## src/rtl/synth_pkg.sv

```systemverilog
// Shared types, widths and helpers for the polyphonic square-wave synthesiser.
package synth_pkg;

    // Voice state is sized for the widest supported configuration; narrower ports zero-extend.
    localparam int VS_NOTE_W     = 8;
    localparam int VS_DUR_W      = 32;
    localparam int VS_CNT_W      = VS_NOTE_W + 15;
    localparam int DEF_AMPLITUDE = 10_000_000;

    typedef struct packed {
        logic [VS_NOTE_W-1:0] idx;
        logic [VS_DUR_W-1:0]  dur;
        logic [VS_CNT_W-1:0]  cnt;
        logic                 phase;
        logic                 active;
    } voice_state_t;

    typedef enum logic {WR_IDLE, WR_PENDING} wr_state_t;

    function automatic logic [VS_CNT_W-1:0] half_period(input logic [VS_NOTE_W-1:0] idx);
        return {idx, 15'd0} + VS_CNT_W'(3000);
    endfunction

endpackage

```

## src/rtl/synth_voice.sv

```systemverilog
// One square-wave voice: half-period counter, phase, duration countdown and load/kill control.
module synth_voice import synth_pkg::*; #(
    parameter int NOTE_W = 4,
    parameter int DUR_W  = 16
) (
    input  logic              clk,
    input  logic              resetn,
    input  logic              load,
    input  logic [NOTE_W-1:0] load_idx,
    input  logic [DUR_W-1:0]  load_dur,
    input  logic              kill,
    input  logic              tick,
    output logic              active,
    output logic              phase
);

    voice_state_t vs;

    always_ff @(posedge clk or negedge resetn) begin
        if (!resetn) begin
            vs <= '0;
        end else if (kill) begin
            vs.active <= 1'b0;
        end else if (load) begin
            // NOTE: sequential state uses <= so every voice samples the same pre-edge values.
            vs.idx    <= VS_NOTE_W'(load_idx);
            vs.dur    <= VS_DUR_W'(load_dur);
            vs.cnt    <= '0;
            vs.phase  <= 1'b1;
            vs.active <= 1'b1;
        end else if (vs.active) begin
            if (vs.cnt == half_period(vs.idx)) begin
                vs.cnt   <= '0;
                vs.phase <= ~vs.phase;
            end else begin
                vs.cnt <= vs.cnt + VS_CNT_W'(1);
            end
            // dur == 0 means sustain; the last counted tick still hears this voice.
            if (tick && vs.dur != '0) begin
                vs.dur <= vs.dur - VS_DUR_W'(1);
                if (vs.dur == VS_DUR_W'(1)) begin
                    vs.active <= 1'b0;
                end
            end
        end
    end

    assign active = vs.active;
    assign phase  = vs.phase;

endmodule

```

## src/rtl/poly_tone_synth.sv

```systemverilog
// Polyphonic square-wave generator: voice allocator, sample divider, saturating mixer
// and a paced single-sample write handshake towards the audio FIFO.
module poly_tone_synth import synth_pkg::*; #(
    parameter int NUM_VOICES = 4,
    parameter int NOTE_W     = 4,
    parameter int DUR_W      = 16,
    parameter int SAMPLE_W   = 32,
    parameter int AMPLITUDE  = DEF_AMPLITUDE,
    parameter int SAMPLE_DIV = 1042
) (
    input  logic                clk,
    input  logic                resetn,
    input  logic                note_valid,
    input  logic [NOTE_W-1:0]   note_idx,
    input  logic [DUR_W-1:0]    note_dur,
    input  logic                all_off,
    input  logic                mute,
    input  logic                audio_out_allowed,
    output logic                write_audio_out,
    output logic [SAMPLE_W-1:0] sample_out,
    output logic [NUM_VOICES-1:0] voices_active,
    output logic                sample_dropped
);

    localparam int MIX_W = SAMPLE_W + $clog2(NUM_VOICES) + 1;
    localparam int PTR_W = (NUM_VOICES > 1) ? $clog2(NUM_VOICES) : 1;
    localparam int DIV_W = (SAMPLE_DIV > 1) ? $clog2(SAMPLE_DIV) : 1;

    localparam logic signed [MIX_W-1:0]    AMP_POS = MIX_W'(AMPLITUDE);
    localparam logic signed [MIX_W-1:0]    AMP_NEG = -AMP_POS;
    localparam logic signed [SAMPLE_W-1:0] SAT_MAX = {1'b0, {(SAMPLE_W-1){1'b1}}};
    localparam logic signed [SAMPLE_W-1:0] SAT_MIN = {1'b1, {(SAMPLE_W-1){1'b0}}};

    logic [DIV_W-1:0]          div;
    logic                      tick;
    logic [PTR_W-1:0]          alloc_ptr;
    logic                      trig;
    logic                      found;
    logic                      steal;
    logic [NUM_VOICES-1:0]     load;
    logic [NUM_VOICES-1:0]     v_active;
    logic [NUM_VOICES-1:0]     v_phase;
    logic signed [MIX_W-1:0]   mix;
    logic [SAMPLE_W-1:0]       sample_new;
    logic [SAMPLE_W-1:0]       buffer;
    wr_state_t                 state;

    assign tick = (div == DIV_W'(SAMPLE_DIV - 1));
    assign trig = note_valid && (note_idx != '0) && !all_off;

    always_comb begin
        // NOTE: defaults first so no path through this block leaves a signal unassigned (no latch).
        load  = '0;
        found = 1'b0;
        for (int i = 0; i < NUM_VOICES; i++) begin
            if (!v_active[i] && !found) begin
                load[i] = 1'b1;
                found   = 1'b1;
            end
        end
        if (!found) begin
            load[alloc_ptr] = 1'b1;
        end
        if (!trig) begin
            load = '0;
        end
    end

    assign steal = trig && !found;

    for (genvar i = 0; i < NUM_VOICES; i++) begin : g_voice
        synth_voice #(
            .NOTE_W (NOTE_W),
            .DUR_W  (DUR_W)
        ) u_voice (
            .clk      (clk),
            .resetn   (resetn),
            .load     (load[i]),
            .load_idx (note_idx),
            .load_dur (note_dur),
            .kill     (all_off),
            .tick     (tick),
            .active   (v_active[i]),
            .phase    (v_phase[i])
        );
    end

    always_comb begin
        mix = '0;
        for (int i = 0; i < NUM_VOICES; i++) begin
            if (v_active[i]) begin
                mix = mix + (v_phase[i] ? AMP_POS : AMP_NEG);
            end
        end
        if (mute) begin
            sample_new = '0;
        end else if (mix > MIX_W'(SAT_MAX)) begin
            sample_new = SAT_MAX;
        end else if (mix < MIX_W'(SAT_MIN)) begin
            sample_new = SAT_MIN;
        end else begin
            sample_new = mix[SAMPLE_W-1:0];
        end
    end

    always_ff @(posedge clk or negedge resetn) begin
        if (!resetn) begin
            div             <= '0;
            alloc_ptr       <= '0;
            state           <= WR_IDLE;
            buffer          <= '0;
            sample_out      <= '0;
            write_audio_out <= 1'b0;
            sample_dropped  <= 1'b0;
        end else begin
            div             <= tick ? '0 : div + DIV_W'(1);
            write_audio_out <= 1'b0;
            if (steal) begin
                alloc_ptr <= (alloc_ptr == PTR_W'(NUM_VOICES - 1)) ? '0 : alloc_ptr + PTR_W'(1);
            end
            if (tick) begin
                buffer <= sample_new;
            end
            // A free FIFO on the tick cycle takes the fresh sample straight through.
            case (state)
                WR_IDLE: begin
                    if (tick) begin
                        if (audio_out_allowed) begin
                            write_audio_out <= 1'b1;
                            sample_out      <= sample_new;
                        end else begin
                            state <= WR_PENDING;
                        end
                    end
                end
                WR_PENDING: begin
                    if (tick) begin
                        sample_dropped <= 1'b1;
                        if (audio_out_allowed) begin
                            write_audio_out <= 1'b1;
                            sample_out      <= sample_new;
                            state           <= WR_IDLE;
                        end
                    end else if (audio_out_allowed) begin
                        write_audio_out <= 1'b1;
                        sample_out      <= buffer;
                        state           <= WR_IDLE;
                    end
                end
                default: state <= WR_IDLE;
            endcase
        end
    end

    assign voices_active = v_active;

endmodule

```

## config.mk

```make
export PLATFORM = sky130hd
export DESIGN_NAME = poly_tone_synth
export DESIGN_NICKNAME = d
export VERILOG_FILES = /design/src/rtl/synth_pkg.sv /design/src/rtl/synth_voice.sv /design/src/rtl/poly_tone_synth.sv
export SDC_FILE = /design/constraint.sdc
export NUM_CORES = 1
export LEC_CHECK = 0
export CAP_MARGIN = 20
export CORE_UTILIZATION = 30
export CTS_CLUSTER_SIZE = 28
export DETAILED_ROUTE_END_ITERATION = 8
export SLEW_MARGIN = 10
export SYNTH_ARGS = -nofsm -noshare
export SYNTH_HDL_FRONTEND = slang
export SYNTH_SLANG_ARGS = --single-unit
```

## constraint.sdc

```tcl
create_clock -name clk -period 14.9 [get_ports clk]
set_input_delay 2.98 -clock clk [delete_from_list [all_inputs] [get_ports clk]]
set_output_delay 2.98 -clock clk [all_outputs]
set_load 0.05 [all_outputs]
```

==> impl_metrics.ini <==
[status]
status = finished, final reports clean

[cts]
htreeDepth = 2
worstSkewPairLatency_ns = 0.58
postCtsSetupBuffers = 0
cts_sinks = 318
cts_tree = built
clock_path_buffers = 3
cts.clk_slew.worst_paths_ns = 0.06
cts_buffers = 40
cts_hold_buf = 0
cts.repair.resized = 0
clock-root-buffer = clkbuf_16

[timing]
setup_viol = 0
rsz0062_at_grt = false
hold_viol = 0
worstMarginPinSlew_ns = 1.110
fmax_ghz = 0.1337
tns_ns = 0
post-route-min-period_ns = 7.479
maxSlewHeadroom = 0.2553
slew_violations = 0
period_share = 0.5019
skew_ns = 0.02698

[placed_design]
gp_congestion = 0.9163
port_buffers = 63
hpwl_um = 40250

[final_layout]
area_growth_pct = 14.09
layout-drive-gt1-share = 0.06335
final_nets = 2483

[yosys]
synthTopCellsByArea = dfrtp_1 (40%), o21ai_0 (5.9%), nand2_1 (5.2%)
synth_common_cells = dfrtp_1 (318), nand2_1 (279), nor2_1 (241)
async_flop_share = 1.000
syn_nets = 2484
synth.cell_area_um2 = 20040
yosys_warnings = 0
synth_edf_count = 0
synth_top_flop_cell = dfrtp_1
syn_area_per_cell_um2 = 8.401
yosysUniqueCellTypes = 92
synth_top_area_cell = dfrtp_1
synth_cells = 2385
synth_top_area_share = 0.3972
yosysMostFrequentCell = dfrtp_1
ys_seq_area_frac = 0.3972
synth_seq_cells = 318

[grt]
grt_pass1_vias = 17330
grt-ovfl-total = 0
grt_pass1_wl_um = 93270
grt_max_degree = 156
grtUsageTotal = 0.1689
antenna_found_initial = 0

[die]
rows = 94
core-area_um2 = 65860
die_area_um2 = 67830
start_util = 0.3042
io_pins = 64
die_height_um = 260.4
die_width_um = 260.4

[hold_path]
hold_start = sample_dropped$_DFFE_PN0P_
hold_class = register to register

[setup_path]
critPathKind = register to register
critPathLaunch = g_voice[0].u_voice.active$_DFF_PN0_
arrival_ns = 7.91
worstPathMaxFanout = 28
r2r_start = g_voice[0].u_voice.active$_DFF_PN0_
cp-start-kind = register
end_kind = register
crit_required_ns = 15.33

[detailed_routing]
vias = 18230
post-route-drc-count = 0
dr.pass1.iters = 6
wl_per_cell_um = 17.60
drt-initial-drc-count = 1398
vias_per_cell = 5.559
antenna_left = 0
wl_um = 57710

[run]
maxCapViolCount = 0

[power_and_ir_drop]
leakage_nw = 9.645
power_mw = 2.856
p_per_area_nw_per_um2 = 124.9
vdd_drop_max_v = 0.00006982
-- flip-flops by register name, indices dropped and copies added (netlist names) --
register / count
g_voice.u_voice.active: 4
state: 1
buffer: 26
g_voice.u_voice.vs: 236
div: 11
write_audio_out: 1
alloc_ptr: 2
sample_out: 32
g_voice.u_voice.phase: 4
sample_dropped: 1
-- routing by layer --
metal  routed length [µm]  part of all wire  GRT usage  vias to the layer above
li1                     -                 -          -                     8715
met1                26900              0.47     0.2363                     8877
met2                26170              0.45     0.2654                      553
met3                 3248             0.056    0.02817                       89
met4                 1393             0.024    0.05133                        0
met5                    0                 0          0                        -
-- worst paths after layout --
kind	end	slack [ns]	cells after the start
hold / removal	sample_dropped$_DFFE_PN0P_	0.47	1
min in group asynchronous	g_voice[0].u_voice.vs[3]$_DFFE_PN0P_	2.47	1
hold reg to reg	sample_dropped$_DFFE_PN0P_	0.47	1
max in group asynchronous	sample_out[25]$_DFFE_PN0P_	10.96	2
setup / recovery	sample_out[21]$_DFFE_PN0P_	7.42	24
setup reg to reg	sample_out[21]$_DFFE_PN0P_	7.42	24
-- power by group --
group	internal, mW	switching [mW]	leakage, nW
combinational	0.302	0.534	4.69
clock	0.634	0.400	0.701
sequential	0.923	0.0631	4.26
total	1.86	0.997	9.65
-- logic make-up (layout without fill, tap and decap cells) --
| kind of cell | after synthesis | after routing | share of synthesized area |
|---|---|---|---|
| buffers and inverters | 185 | 215 | 0.03666 |
| multiplexers | 28 | 28 | 0.01536 |
| adder cells (fa/ha/maj) | 73 | 73 | 0.04708 |
| XOR/XNOR | 115 | 115 | 0.05027 |
| AND/OR/NAND/NOR | 937 | 937 | 0.2257 |
| other | 0 | 1 | 0 |
| AO/OA/AOI/OAI | 729 | 729 | 0.2277 |
| flip-flops | 318 | 318 | 0.3972 |
-- cell usage in the layout (no fill, tap or decap), types with 35 or more instances in the layout --
cell type | synthesis | routed
a31oi_1 | 35 | 35
xor2_1 | 46 | 46
clkbuf_16 | 0 | 41
nor2_1 | 241 | 240
inv_1 | 57 | 57
nor3_1 | 74 | 73
a21o_1 | 35 | 35
dfrtp_1 | 318 | 317
nand4_1 | 40 | 40
clkdlybuf4s50_1 | 0 | 62
xnor2_1 | 69 | 69
o21ai_0 | 235 | 234
ha_1 | 69 | 69
nand2_1 | 279 | 279
a21oi_1 | 186 | 185
nand3_1 | 74 | 74
-- through the flow --
step | hold WS [ns] | util | std cells | worst slack, ns | area [µm²]
2_1_floorplan | 0.4395 | - | 2385 | 8.525 | 20040
3_3_place_gp | 0.4446 | 0.3248 | 3203 | 7.291 | 21390
3_5_place_dp | 0.4575 | 0.3250 | 3204 | 7.133 | 21410
4_1_cts | 0.4712 | 0.3465 | 3277 | 7.127 | 22820
5_1_grt | 0.4884 | 0.3471 | 3279 | 6.883 | 22860
6_report | 0.4685 | 0.3471 | 3280 | 7.421 | 22860
-- critical path, stage by stage (launching register included) --
cell and delay [ns]:
dfrtp_1 0.73, nor2b_1 0.38, fa_1 0.26, inv_1 0.06, fa_1 0.38, nand2b_1 0.18
a31o_2 0.26, ha_1 0.35, a21oi_1 0.25, a21oi_1 0.11, o211ai_1 0.55, a21oi_1 0.13
or3_1 0.41, a31oi_1 0.24, ha_1 0.34, o2111a_1 0.28, a221oi_1 0.61, nor3_1 0.10
o21ai_0 0.25, a221oi_1 0.12, o21bai_2 0.24, buf_4 0.25, a211oi_4 0.53, buf_16 0.22
a21oi_1 0.08
-- layout make-up --
type / instances / area (µm²)
sequential: 318 / 7959
clock buffer: 54 / 1155
fill: 6729 / 43000
timing repair buffer: 83 / 822.0
multi-input combinational: 1882 / 11360
inverter: 59 / 221.5
clock inverter: 19 / 262.8
tap: 864 / 1081
antenna: 1 / 2.502
(Power assumes the default switching activity.)
